<file path="src/rtl/neuron_pkg.sv">
// Shared constants, config-select encodings and FSM state type for the Ising neuron array.
package neuron_pkg;

  localparam logic [1:0] SPK_NONE = 2'd0;
  localparam logic [1:0] SPK_POS  = 2'd1;
  localparam logic [1:0] SPK_NEG  = 2'd2;

  localparam logic [1:0] CFG_Q    = 2'd0;
  localparam logic [1:0] CFG_VMEM = 2'd1;
  localparam logic [1:0] CFG_ID   = 2'd2;
  localparam logic [1:0] CFG_MU   = 2'd3;

  typedef enum logic [2:0] {
    IDLE    = 3'd0,
    EMIT    = 3'd1,
    NETWORK = 3'd2,
    RECV    = 3'd3,
    SIGN    = 3'd4
  } state_t;

  // A firing neuron reports its spin: up spin -> NEG code, down spin -> POS code.
  function automatic logic [1:0] spike_code(input logic fire, input logic spin);
    if (!fire) return SPK_NONE;
    return spin ? SPK_NEG : SPK_POS;
  endfunction

endpackage

</file>
<file path="src/rtl/neuron_lane.sv">
// One Ising neuron lane: Q coupling RAM, membrane/threshold/spin state and update datapath.
// Optional threshold annealing is enabled with NEURON_MU_ANNEAL_EN.
module neuron_lane
  import neuron_pkg::*;
#(
  parameter int unsigned NUM_NEURON      = 256,
  parameter int unsigned NEURON_ID_WIDTH = 8,
  parameter int unsigned VMEM_WIDTH      = 16,
  parameter int          STEP            = 2
) (
  input  logic                       clk,
  input  logic                       reset,
  input  logic                       en,
  input  logic                       i_cfg_we,
  input  logic [1:0]                 i_cfg_sel,
  input  logic [NEURON_ID_WIDTH-1:0] i_cfg_addr,
  input  logic [VMEM_WIDTH-1:0]      i_cfg_data,
  input  logic                       i_rd_en,
  input  logic [NEURON_ID_WIDTH-1:0] i_rd_addr,
  input  logic                       i_upd_en,
  input  logic [1:0]                 i_upd_sign,
  input  logic [NEURON_ID_WIDTH-1:0] i_upd_id,
  input  logic                       i_emit,
  input  logic                       i_sign_upd,
  input  logic [VMEM_WIDTH-1:0]      i_mu_step,
  output logic [1:0]                 o_spike,
  output logic                       o_fire
);

  localparam int unsigned VW  = VMEM_WIDTH;
  localparam int unsigned IDW = NEURON_ID_WIDTH;
  localparam logic signed [VW-1:0] VMAX   = {1'b0, {(VW-1){1'b1}}};
  localparam logic signed [VW-1:0] VMIN   = {1'b1, {(VW-1){1'b0}}};
  localparam logic signed [VW:0]   STEP_X = (VW+1)'(STEP);

  logic [1:0]           r_qram [NUM_NEURON];
  logic [1:0]           r_q;
  logic signed [VW-1:0] r_vmem;
  logic signed [VW-1:0] r_vmem_s;
  logic signed [VW-1:0] r_mu;
  logic [IDW-1:0]       r_id;
  logic                 r_spin;

  logic                 w_inc;
  logic                 w_dec;
  logic                 w_hit;
  logic                 w_fire;
  logic signed [VW:0]   w_sum;
  logic signed [VW-1:0] w_vmem_nxt;
  logic signed [VW-1:0] w_vs_src;
  logic signed [VW-1:0] w_vs;

  // Coupling RAM is deliberately left out of reset.
  always_ff @(posedge clk) begin
    if (en && i_cfg_we && (i_cfg_sel == CFG_Q)) r_qram[i_cfg_addr] <= i_cfg_data[1:0];
  end

  always_comb begin
    w_inc = ((i_upd_sign == SPK_POS) && (r_q == SPK_POS)) ||
            ((i_upd_sign == SPK_NEG) && (r_q == SPK_NEG));
    w_dec = ((i_upd_sign == SPK_POS) && (r_q == SPK_NEG)) ||
            ((i_upd_sign == SPK_NEG) && (r_q == SPK_POS));
    w_sum = {r_vmem[VW-1], r_vmem};
    if (w_inc) w_sum = w_sum + STEP_X;
    else if (w_dec) w_sum = w_sum - STEP_X;
    // Overflow shows up as disagreement between the extension bit and the sign bit.
    if (w_sum[VW] != w_sum[VW-1]) w_vmem_nxt = w_sum[VW] ? VMIN : VMAX;
    else w_vmem_nxt = w_sum[VW-1:0];
    w_hit    = ((i_upd_sign == SPK_POS) || (i_upd_sign == SPK_NEG)) && (i_upd_id == r_id);
    w_fire   = (r_vmem_s > r_mu);
    w_vs_src = i_sign_upd ? r_vmem : $signed(i_cfg_data);
    if (r_spin) w_vs = w_vs_src;
    else if (w_vs_src == VMIN) w_vs = VMAX;
    else w_vs = VW'(-w_vs_src);
  end

`ifdef NEURON_MU_ANNEAL_EN
  logic r_emit_d;
`else
  logic w_unused_mu_step;
  assign w_unused_mu_step = ^i_mu_step;
`endif

  always_ff @(posedge clk) begin
    if (reset) begin
      r_q      <= SPK_NONE;
      r_vmem   <= '0;
      r_vmem_s <= '0;
      r_mu     <= '0;
      r_id     <= '0;
      r_spin   <= 1'b1;
      o_spike  <= SPK_NONE;
      o_fire   <= 1'b0;
`ifdef NEURON_MU_ANNEAL_EN
      r_emit_d <= 1'b0;
`endif
    end else if (en) begin
      if (i_cfg_we) begin
        case (i_cfg_sel)
          CFG_VMEM: begin
            r_vmem   <= $signed(i_cfg_data);
            r_vmem_s <= w_vs;
          end
          CFG_ID:  r_id <= i_cfg_data[IDW-1:0];
          CFG_MU:  r_mu <= $signed(i_cfg_data);
          default: ;
        endcase
      end
      if (i_rd_en) r_q <= r_qram[i_rd_addr];
      if (i_upd_en) begin
        r_vmem <= w_vmem_nxt;
        if (w_hit) r_spin <= ~r_spin;
      end
      if (i_sign_upd) r_vmem_s <= w_vs;
      if (i_emit) begin
        o_fire  <= w_fire;
        o_spike <= spike_code(w_fire, r_spin);
      end
`ifdef NEURON_MU_ANNEAL_EN
      r_emit_d <= i_emit;
      if (r_emit_d) r_mu <= (r_mu > $signed(i_mu_step)) ? (r_mu - $signed(i_mu_step)) : '0;
`endif
    end
  end

endmodule

</file>
<file path="src/rtl/neuron_array.sv">
// Annealing loop controller with NUM_LANES parallel Ising neuron lanes.
// Lane threshold annealing is enabled with NEURON_MU_ANNEAL_EN.
module neuron_array
  import neuron_pkg::*;
#(
  parameter int unsigned NUM_LANES       = 4,
  parameter int unsigned NUM_NEURON      = 256,
  parameter int unsigned NEURON_ID_WIDTH = 8,
  parameter int unsigned VMEM_WIDTH      = 16,
  parameter int          STEP            = 2,
  localparam int unsigned LANE_W = (NUM_LANES > 1) ? $clog2(NUM_LANES) : 1
) (
  input  logic                       clk,
  input  logic                       reset,
  input  logic                       en,
  input  logic                       cfg_valid,
  output logic                       cfg_ready,
  input  logic [1:0]                 cfg_sel,
  input  logic [LANE_W-1:0]          cfg_lane,
  input  logic [NEURON_ID_WIDTH-1:0] cfg_addr,
  input  logic [VMEM_WIDTH-1:0]      cfg_data,
  input  logic                       spk_valid,
  output logic                       spk_ready,
  input  logic [1:0]                 spk_sign,
  input  logic [NEURON_ID_WIDTH-1:0] spk_id,
  input  logic                       run,
  output logic                       net_req,
  input  logic                       net_done,
  output logic [2*NUM_LANES-1:0]     spike_out,
  output logic [NUM_LANES-1:0]       fire_out,
  input  logic [VMEM_WIDTH-1:0]      mu_step
);

  state_t                     r_state;
  state_t                     w_state_nxt;
  logic                       w_cfg_beat;
  logic                       w_spk_beat;
  logic                       w_emit;
  logic                       w_sign;
  logic                       r_pipe_v;
  logic [1:0]                 r_pipe_sign;
  logic [NEURON_ID_WIDTH-1:0] r_pipe_id;

  // Handshakes are qualified by en so they read 0 while frozen.
  assign cfg_ready  = en && (r_state == IDLE);
  assign spk_ready  = en && (r_state == RECV);
  assign net_req    = en && (r_state == NETWORK);
  assign w_cfg_beat = cfg_valid && cfg_ready;
  assign w_spk_beat = spk_valid && spk_ready;

  always_ff @(posedge clk) begin
    if (reset) r_state <= IDLE;
    else if (en) r_state <= w_state_nxt;
  end

  always_comb begin
    w_state_nxt = r_state;
    w_emit      = 1'b0;
    w_sign      = 1'b0;
    case (r_state)
      IDLE:    if (run && !w_cfg_beat) w_state_nxt = EMIT;
      EMIT: begin
        w_emit      = 1'b1;
        w_state_nxt = NETWORK;
      end
      NETWORK: if (net_done) w_state_nxt = RECV;
      // Leave only once the last accepted spike has been applied.
      RECV:    if (!spk_valid && !r_pipe_v) w_state_nxt = SIGN;
      SIGN: begin
        w_sign      = 1'b1;
        w_state_nxt = run ? EMIT : IDLE;
      end
      default: w_state_nxt = IDLE;
    endcase
  end

  // Second stage of the spike pipeline, aligned with the registered Q read.
  always_ff @(posedge clk) begin
    if (reset) begin
      r_pipe_v    <= 1'b0;
      r_pipe_sign <= SPK_NONE;
      r_pipe_id   <= '0;
    end else if (en) begin
      r_pipe_v    <= w_spk_beat;
      r_pipe_sign <= spk_sign;
      r_pipe_id   <= spk_id;
    end
  end

  for (genvar g = 0; g < NUM_LANES; g++) begin : g_lane
    neuron_lane #(
      .NUM_NEURON      (NUM_NEURON),
      .NEURON_ID_WIDTH (NEURON_ID_WIDTH),
      .VMEM_WIDTH      (VMEM_WIDTH),
      .STEP            (STEP)
    ) u_lane (
      .clk        (clk),
      .reset      (reset),
      .en         (en),
      .i_cfg_we   (w_cfg_beat && (cfg_lane == LANE_W'(g))),
      .i_cfg_sel  (cfg_sel),
      .i_cfg_addr (cfg_addr),
      .i_cfg_data (cfg_data),
      .i_rd_en    (w_spk_beat),
      .i_rd_addr  (spk_id),
      .i_upd_en   (r_pipe_v),
      .i_upd_sign (r_pipe_sign),
      .i_upd_id   (r_pipe_id),
      .i_emit     (w_emit),
      .i_sign_upd (w_sign),
      .i_mu_step  (mu_step),
      .o_spike    (spike_out[2*g +: 2]),
      .o_fire     (fire_out[g])
    );
  end

endmodule

</file>
<file path="config.mk">
export PLATFORM = sky130hd
export DESIGN_NAME = neuron_array
export DESIGN_NICKNAME = d
export VERILOG_FILES = /design/src/rtl/neuron_pkg.sv /design/src/rtl/neuron_lane.sv /design/src/rtl/neuron_array.sv
export SDC_FILE = /design/constraint.sdc
export NUM_CORES = 2
export LEC_CHECK = 0
export CORE_ASPECT_RATIO = 0.9
export CORE_MARGIN = 3
export CORE_UTILIZATION = 63
export CTS_CLUSTER_DIAMETER = 40
export DETAILED_ROUTE_END_ITERATION = 16
export PLACE_DENSITY = 0.82
export SETUP_SLACK_MARGIN = 0.2
export SYNTH_ARGS = -nofsm -noshare
export SYNTH_HDL_FRONTEND = slang
export SYNTH_SLANG_ARGS = --single-unit
</file>
<file path="constraint.sdc">
create_clock -name clk -period 4 [get_ports clk]
set_clock_uncertainty 0.2 [all_clocks]
set_input_delay 0.6 -clock clk [delete_from_list [all_inputs] [get_ports clk]]
set_output_delay 0.6 -clock clk [all_outputs]
set_load 0.03 [all_outputs]
</file>
After elaboration in Yosys (flattened, before gate mapping)
Memories as Yosys holds them, arrays and structs flattened. A register that Yosys moved wholly into a read port is not among the register bits.
Cells that the tools add are included.
{"block": "word_totals", "reg_bits": 254, "latchBits": 0, "mem_bits_rw": 2048, "rom_bits": 0, "input_bits": 61, "output_inout_bits": 15, "n_memories": 4}
{"block": "classes", "add_sub_neg": 12, "n_mul": 0, "div": 0, "order_cmp": 4, "n_eq_ne": 39, "shifts": 0, "mux": 92, "bitwise_logic": 4, "reduce_logical": 91}
{"memory": "g_lane[0].u_lane.r_qram", "words": 256, "width": 2, "rd": 1, "rd_clocked_by_memory_dff": 1, "write_ports": 1, "line": "neuron_lane.sv:36", "source": "logic [1:0] r_qram [NUM_NEURON];"}
{"memory": "g_lane[1].u_lane.r_qram", "words": 256, "width": 2, "rd": 1, "rd_clocked_by_memory_dff": 1, "write_ports": 1, "line": "neuron_lane.sv:36"}
{"memory": "g_lane[2].u_lane.r_qram", "words": 256, "width": 2, "rd": 1, "rd_clocked_by_memory_dff": 1, "write_ports": 1, "line": "neuron_lane.sv:36"}
{"memory": "g_lane[3].u_lane.r_qram", "words": 256, "width": 2, "rd": 1, "rd_clocked_by_memory_dff": 1, "write_ports": 1, "line": "neuron_lane.sv:36"}
{"op": "$mux 16", "count": 41}
{"op": "$mux 17", "count": 8}
{"op": "$add 16x3->17 const B", "count": 4}
{"op": "$sub 16x3->17 const B", "count": 4}
{"op": "$eq 16x16->1 const B", "count": 4}
{"op": "$gt 16x16->1", "count": 4}
{"op": "$neg 16->16", "count": 4}
{"op": "$reduce_and 3->1", "count": 20}
{"op": "$logic_and 1x1->1", "count": 39}
{"op": "$eq 8x8->1", "count": 4}
{"op": "$mux 1", "count": 27}
{"op": "$mux 2", "count": 12}
{"op": "$reduce_and 4->1", "count": 5}
{"op": "$reduce_bool 2->1", "count": 10}
{"op": "$eq 2x2->1 const B", "count": 9}
{"op": "$ne 4x1->1 const B", "count": 4}
{"op": "$pmux 3 s5", "count": 1}
{"op": "$eq 2x1->1 const B", "count": 7}
{"op": "$logic_or 1x1->1", "count": 9}
{"op": "$mux 3", "count": 3}
{"op": "$eq 3x2->1 const B", "count": 2}
{"op": "$logic_not 2->1", "count": 2}
{"op": "$ne 1x1->1", "count": 4}
{"op": "$ne 2x1->1 const B", "count": 2}
{"op": "other kinds (7)", "count": 13}

Longest topological paths before layout
{"block": "logic_depth", "depth_word": 9, "depth_mapped": 15}

Cells and area by module
A second synthesis with hierarchy kept.
{"block": "unflattened", "cells_unflattened": 7174, "hier_area_um2": 101628.7}
{"module": "neuron_lane at g_lane[1].u_lane ...", "n_inst": 3, "cells_per_inst": 1777, "area_each_um2": 25220.4, "seq_area_each_um2": 16615.9}
{"module": "neuron_lane at g_lane[0].u_lane", "n_inst": 1, "cells_per_inst": 1770, "area_each_um2": 25245.5, "seq_area_each_um2": 16615.9}
{"module": "neuron_array", "n_inst": 1, "cells_per_inst": 73, "area_each_um2": 721.9, "seq_area_each_um2": 280.3}

Worst setup path before layout
No wires, ideal clock.
{"block": "synth_path", "path_kind": "register to register", "startpoint": "register g_lane[2].u_lane.r_vmem[1]", "endpoint": "register g_lane[2].u_lane.r_vmem[12]", "t_arrival_ps": 3226, "setup_slack_ps": 483, "stages_incl_launch_ff": 11, "n_path_buf": 1, "period_less_slack_ps": 3517, "path_cell_list": "dfxtp_1 or4_4 or3_4 or3_4 o21a_1 ha_1 and2_0 a21oi_1 clkbuf_1 nor2_1 a311oi_1"}
{"block": "synth_via", "elab_chain_cells": 6}
{"element": "start, declared", "line": "neuron_lane.sv:38", "source": "logic signed [VW-1:0] r_vmem;"}
{"element": "start signal, assigned", "line": "neuron_lane.sv:101", "source": "r_vmem <= $signed(i_cfg_data);"}
{"element": "start signal, assigned", "line": "neuron_lane.sv:111", "source": "r_vmem <= w_vmem_nxt;"}
{"element": "$sub 16x3->17", "line": "neuron_lane.sv:65", "source": "else if (w_dec) w_sum = w_sum - STEP_X;"}
{"element": "$mux 17", "line": "neuron_lane.sv:65"}
{"element": "$mux 17 *", "line": "neuron_lane.sv:64", "source": "if (w_inc) w_sum = w_sum + STEP_X;"}
{"element": "$ne 1x1->1 or $mux 16 (tied branches)", "line": "neuron_lane.sv:67", "source": "if (w_sum[VW] != w_sum[VW-1]) w_vmem_nxt = w_sum[VW] ? VMIN : VMAX;"}
{"element": "$ne 4x1->1 (no line) or $mux 16 (tied branches)"}
{"element": "$reduce_and 4->1 (no line) or $mux 16 (tied branches)"}
Every way passes the cells marked *; elsewhere a longest branch is shown, timed or not. The select of a mux whose other input is x is not followed.
A chain may end at the register's enable or synchronous reset.

Worst setup path in the final report
{"block": "layout_path", "startpoint": "register g_lane[2].u_lane.r_q[1], read port of g_lane[2].u_lane.r_qram", "endpoint": "register g_lane[2].u_lane.r_vmem[12]"}
{"block": "layout_via", "elab_chain_cells": 8}
{"element": "start, declared", "line": "neuron_lane.sv:37", "source": "logic [1:0] r_q;"}
{"element": "$eq 2x2->1 or $eq 2x1->1 (tied branches)"}
{"element": "$logic_and 1x1->1, on equally long branches", "line": "neuron_lane.sv:61, neuron_lane.sv:62"}
{"element": "$logic_or 1x1->1", "line": "neuron_lane.sv:61", "source": "w_dec = ((i_upd_sign == SPK_POS) && (r_q == SPK_NEG)) ||"}
{"element": "$mux 17", "line": "neuron_lane.sv:65"}
{"element": "$mux 17", "line": "neuron_lane.sv:64"}
{"element": "$ne 1x1->1 or $mux 16 (tied branches)", "line": "neuron_lane.sv:67"}
{"element": "$ne 4x1->1 (no line) or $mux 16 (tied branches)"}
{"element": "$reduce_and 4->1 (no line) or $mux 16 (tied branches)"}
Parallel ways exist; a longest one is shown, timed or not. The select of a mux whose other input is x is not followed.

==> out/metrics.csv <==
stage;metric;value;unit
layout;fin_nets;7421;
global_route;grt_pass1_wl;420000;µm
setup_path;max_stage_delay;560;ps
setup_path;worstSetupStartpointType;flop;
sta;max_freq;273;MHz
synthesis;syn_avg_cell_area;14.1;µm²
detailed_routing;met2RoutedLength;129000;µm
floorplanning;die_h;386;µm
pwr;p_sw_share;23.2;%
clock_network;clk_path_buf_depth;3;
floorplanning;die_width;429;µm
global_route;grt_max_degree;253;
clock_network;cts_buffers;241;
detailed_routing;dr.first_iter.drc_count;10600;
sta;setup_viol;0;
synthesis;synth_edf_count;2048;
pwr;total_power;52.1;mW
synthesis;yosys_warnings;0;
detailed_routing;drc;0;
synthesis;synthesis.area;101000;µm²
run;drv_cap;0;
detailed_routing;wl_per_cell;29.6;µm
sta;min_period;3660;ps
sta;relSlewSlack;4.41;%
synthesis;syn-num-nets;7329;
placed_design;gp_congestion;0.961;
setup_path;crit_chain;nor2b_2, a22oi_1, or4_1, o32ai_1, xor2_1, ha_1, and2_0, a21oi_1, buf_4, nor2_1, a311oi_1;
setup_path;cp-end-kind;flop;
pwr;switchingPower;12.1;mW
clock_network;htree_levels;4;
pwr;p_leak;36.2;nW
placed_design;dp_hpwl;177000;µm
global_route;grt_overflow;0;
setup_path;cp.arrival;4190;ps
synthesis;synth_ff_type;edfxtp_1;
placed_design;port_buffers;59;
synthesis;synthCells;7186;
sta;hold_slack;232;ps
pwr;p_per_area;461;nW/µm²
outcome;status;finished, final reports clean;
sta;tightest_slew;1430;ps
sta;setup_ws;341;ps
detailed_routing;vias;66500;
global_route;track_usage;34.1;%
floorplanning;rows;138;
setup_path;worstPathMaxFanout;14;
sta;grt_setup_unrepaired;true;
floorplanning;die_area;166000;µm²
clock_network;path_clk_slew;60;ps
detailed_routing;wl;284000;µm
clock_network;clk-insertion-delay-late;900;ps
floorplanning;ios;76;
detailed_routing;drt-vias-per-instance;6.93;
clock_network;cts_tree;yes;
sta;min_period_over_period;91.5;%
pwr;seq_power_share;50.4;%
pwr;pwr-share-comb;5.6;%
setup_path;cp_slowest_cell;dfxtp_1;
clock_network;post-cts-setup-buffers;0;
synthesis;synth-async-reset-ratio;0;%
sta;slew_viol_final;0;
layout;drive_above_1_share;16.0;%
floorplanning;start_util;63.9;%
pwr;clkPwrFrac;44.0;%
setup_path;cp_data_required_time;4530;ps
global_route;grt_pass1_vias;65500;
synthesis;yosysUniqueCellTypes;99;
detailed_routing;antenna_left;0;
synthesis;yosysSeqAreaShare;65.9;%
floorplanning;coreArea;159000;µm²
synthesis;ys_ff_latch;2310;
layout;fillerInstances;9408;
detailed_routing;drtPass1Iterations;9;
setup_path;crit_type;reg2reg;
clock_network;cts_sinks;2310;
detailed_routing;maxUsedRoutingLayer;met5;
pwr;peakVddDrop;0.552;mV
layout;area_growth;11.7;%
pwr;p_int;40.1;mW
global_route;grt_antenna_before_repair;14;
detailed_routing;wl_met1;97500;µm
clock_network;cts_root_buf;clkbuf_16;
sta;hold_viol;0;
placed_design;place_ws;-17.9;ps
detailed_routing;met3WireLength;42100;µm
hold_path;hold_path.class;in2reg;
-- cells in the final DEF, fill, tap and decap left out, types with 40 or more instances in the layout --
| master | instances |
|---|---|
| a211oi_1 | 80 |
| a21oi_1 | 231 |
| a22oi_1 | 51 |
| a31oi_1 | 40 |
| buf_12 | 50 |
| buf_4 | 267 |
| clkbuf_16 | 241 |
| clkdlybuf4s50_1 | 50 |
| clkinv_1 | 44 |
| dfxtp_1 | 261 |
| edfxtp_1 | 2048 |
| ha_1 | 82 |
| inv_1 | 89 |
| mux2i_1 | 352 |
| mux4_2 | 373 |
| nand2_1 | 590 |
| nand3_1 | 57 |
| nor2_1 | 1317 |
| nor3_1 | 72 |
| o21ai_0 | 99 |
| o221ai_1 | 72 |
| o22ai_1 | 127 |
| xor2_1 | 88 |
-- layout make-up --
type	instances	area [µm²]	area share, %
flip-flops and latches	2310	66700	59.0
clock inverters	173	2000	1.77
clock buffers	280	6200	5.48
multi-input cells	4258	31600	27.9
inverters	92	350	0.310
repair buffers	375	3610	3.19
diodes	10	25.0	0.0221
well taps	2100	2630	2.32
-- state kept, by name (all words and copies together), names as in the netlist --
register	count
g_lane.u_lane.r_qram	2048
g_lane.u_lane.r_mu	64
g_lane.u_lane.r_vmem	64
g_lane.u_lane.r_vmem_s	64
g_lane.u_lane.r_id	32
g_lane.u_lane.o_spike	8
g_lane.u_lane.r_q	8
r_pipe_id	8
g_lane.u_lane.o_fire	4
g_lane.u_lane.r_spin	4
r_state	3
r_pipe_sign	2
r_pipe_v	1
-- metal layers --
| layer | up-vias | global-route usage, % |
|---|---|---|
| met4 | 10 | 15.9 |
| met2 | 5484 | 52.1 |
| met3 | 1061 | 10.6 |
| li1 | 27600 | - |
| met5 | - | 0 |
| met1 | 32400 | 45.4 |
-- what timing repair did --
action / 4_1_cts / 5_1_grt
gates resized for setup: 0 / 12
hold buffers: 3 / 0
setup endpoints to repair: 0 / 37
hold endpoints to repair: 68 / 0
-- worst paths after layout --
path,from,to,slack [ps],depth (start not counted)
worst max register to register,g_lane[2].u_lane.r_q[1]$_SDFFE_PP0P_,g_lane[2].u_lane.r_vmem[12]$_SDFFE_PP0P_,340,11
worst min-delay path,spk_id[7],r_pipe_id[7]$_SDFFE_PP0P_,230,3
worst max-delay path,g_lane[2].u_lane.r_q[1]$_SDFFE_PP0P_,g_lane[2].u_lane.r_vmem[12]$_SDFFE_PP0P_,340,11
worst min register to register,g_lane[2].u_lane.o_fire$_SDFFE_PP0P_,g_lane[2].u_lane.o_fire$_SDFFE_PP0P_,250,2
-- kinds of logic after synthesis --
group	share of synthesized area [%]
AND/OR/NAND/NOR	9.70
flip-flops	65.9
buffers and inverters	3.10
XOR/XNOR	0.951
adder cells (fa/ha/maj)	1.01
multiplexers	12.6
AO/OA/AOI/OAI	6.73
-- per-stage QoR --
| stage | utilization, % | TNS (ps) | std cells | area (µm²) |
|---|---|---|---|---|
| floorplan | - | 0 | 7186 | 101000 |
| global placement | 66.1 | 0 | 9132 | 105000 |
| detailed placement | 66.1 | -17.9 | 9132 | 105000 |
| CTS | 71.3 | 0 | 9588 | 113000 |
| global route | 71.4 | 0 | 9590 | 113000 |
| finish | 71.4 | 0 | 9598 | 113000 |
-- power by group through the flow --
stage	Sequential (mW)	Clock, mW	Combinational, mW
after global routing	26.3	23.9	2.99
final	26.3	22.9	2.90
after global placement	26.8	0	2.69
after CTS	26.3	23.0	2.79
after detailed placement	26.8	0	2.75
after floorplan	26.8	0	1.55
-- synth_stat cells (60+ instances only) --
master	number	share of area, %
edfxtp_1	2048	61
nor2_1	1327	4.9
nand2_1	593	2.2
mux4_2	373	8.3
mux2i_1	352	3.5
clkbuf_1	345	1.3
dfxtp_1	262	5.2
a21oi_1	231	1.1
o22ai_1	127	0.78
o21ai_0	99	0.49
inv_1	89	0.33
xor2_1	88	0.76
nor3_1	85	0.42
ha_1	82	1.0
a211oi_1	80	0.59
o221ai_1	72	0.62
buf_2	60	0.30
-- critical path: cells and delay by family (launching register included) --
family | cells | cell delay, ps
flops | 1 | 560
compound gates | 4 | 860
fa+ha+maj | 1 | 280
buf+inv | 1 | 260
xor+xnor | 1 | 190
simple gates | 4 | 1130
No activity file was read; power rests on OpenSTA's default activity.
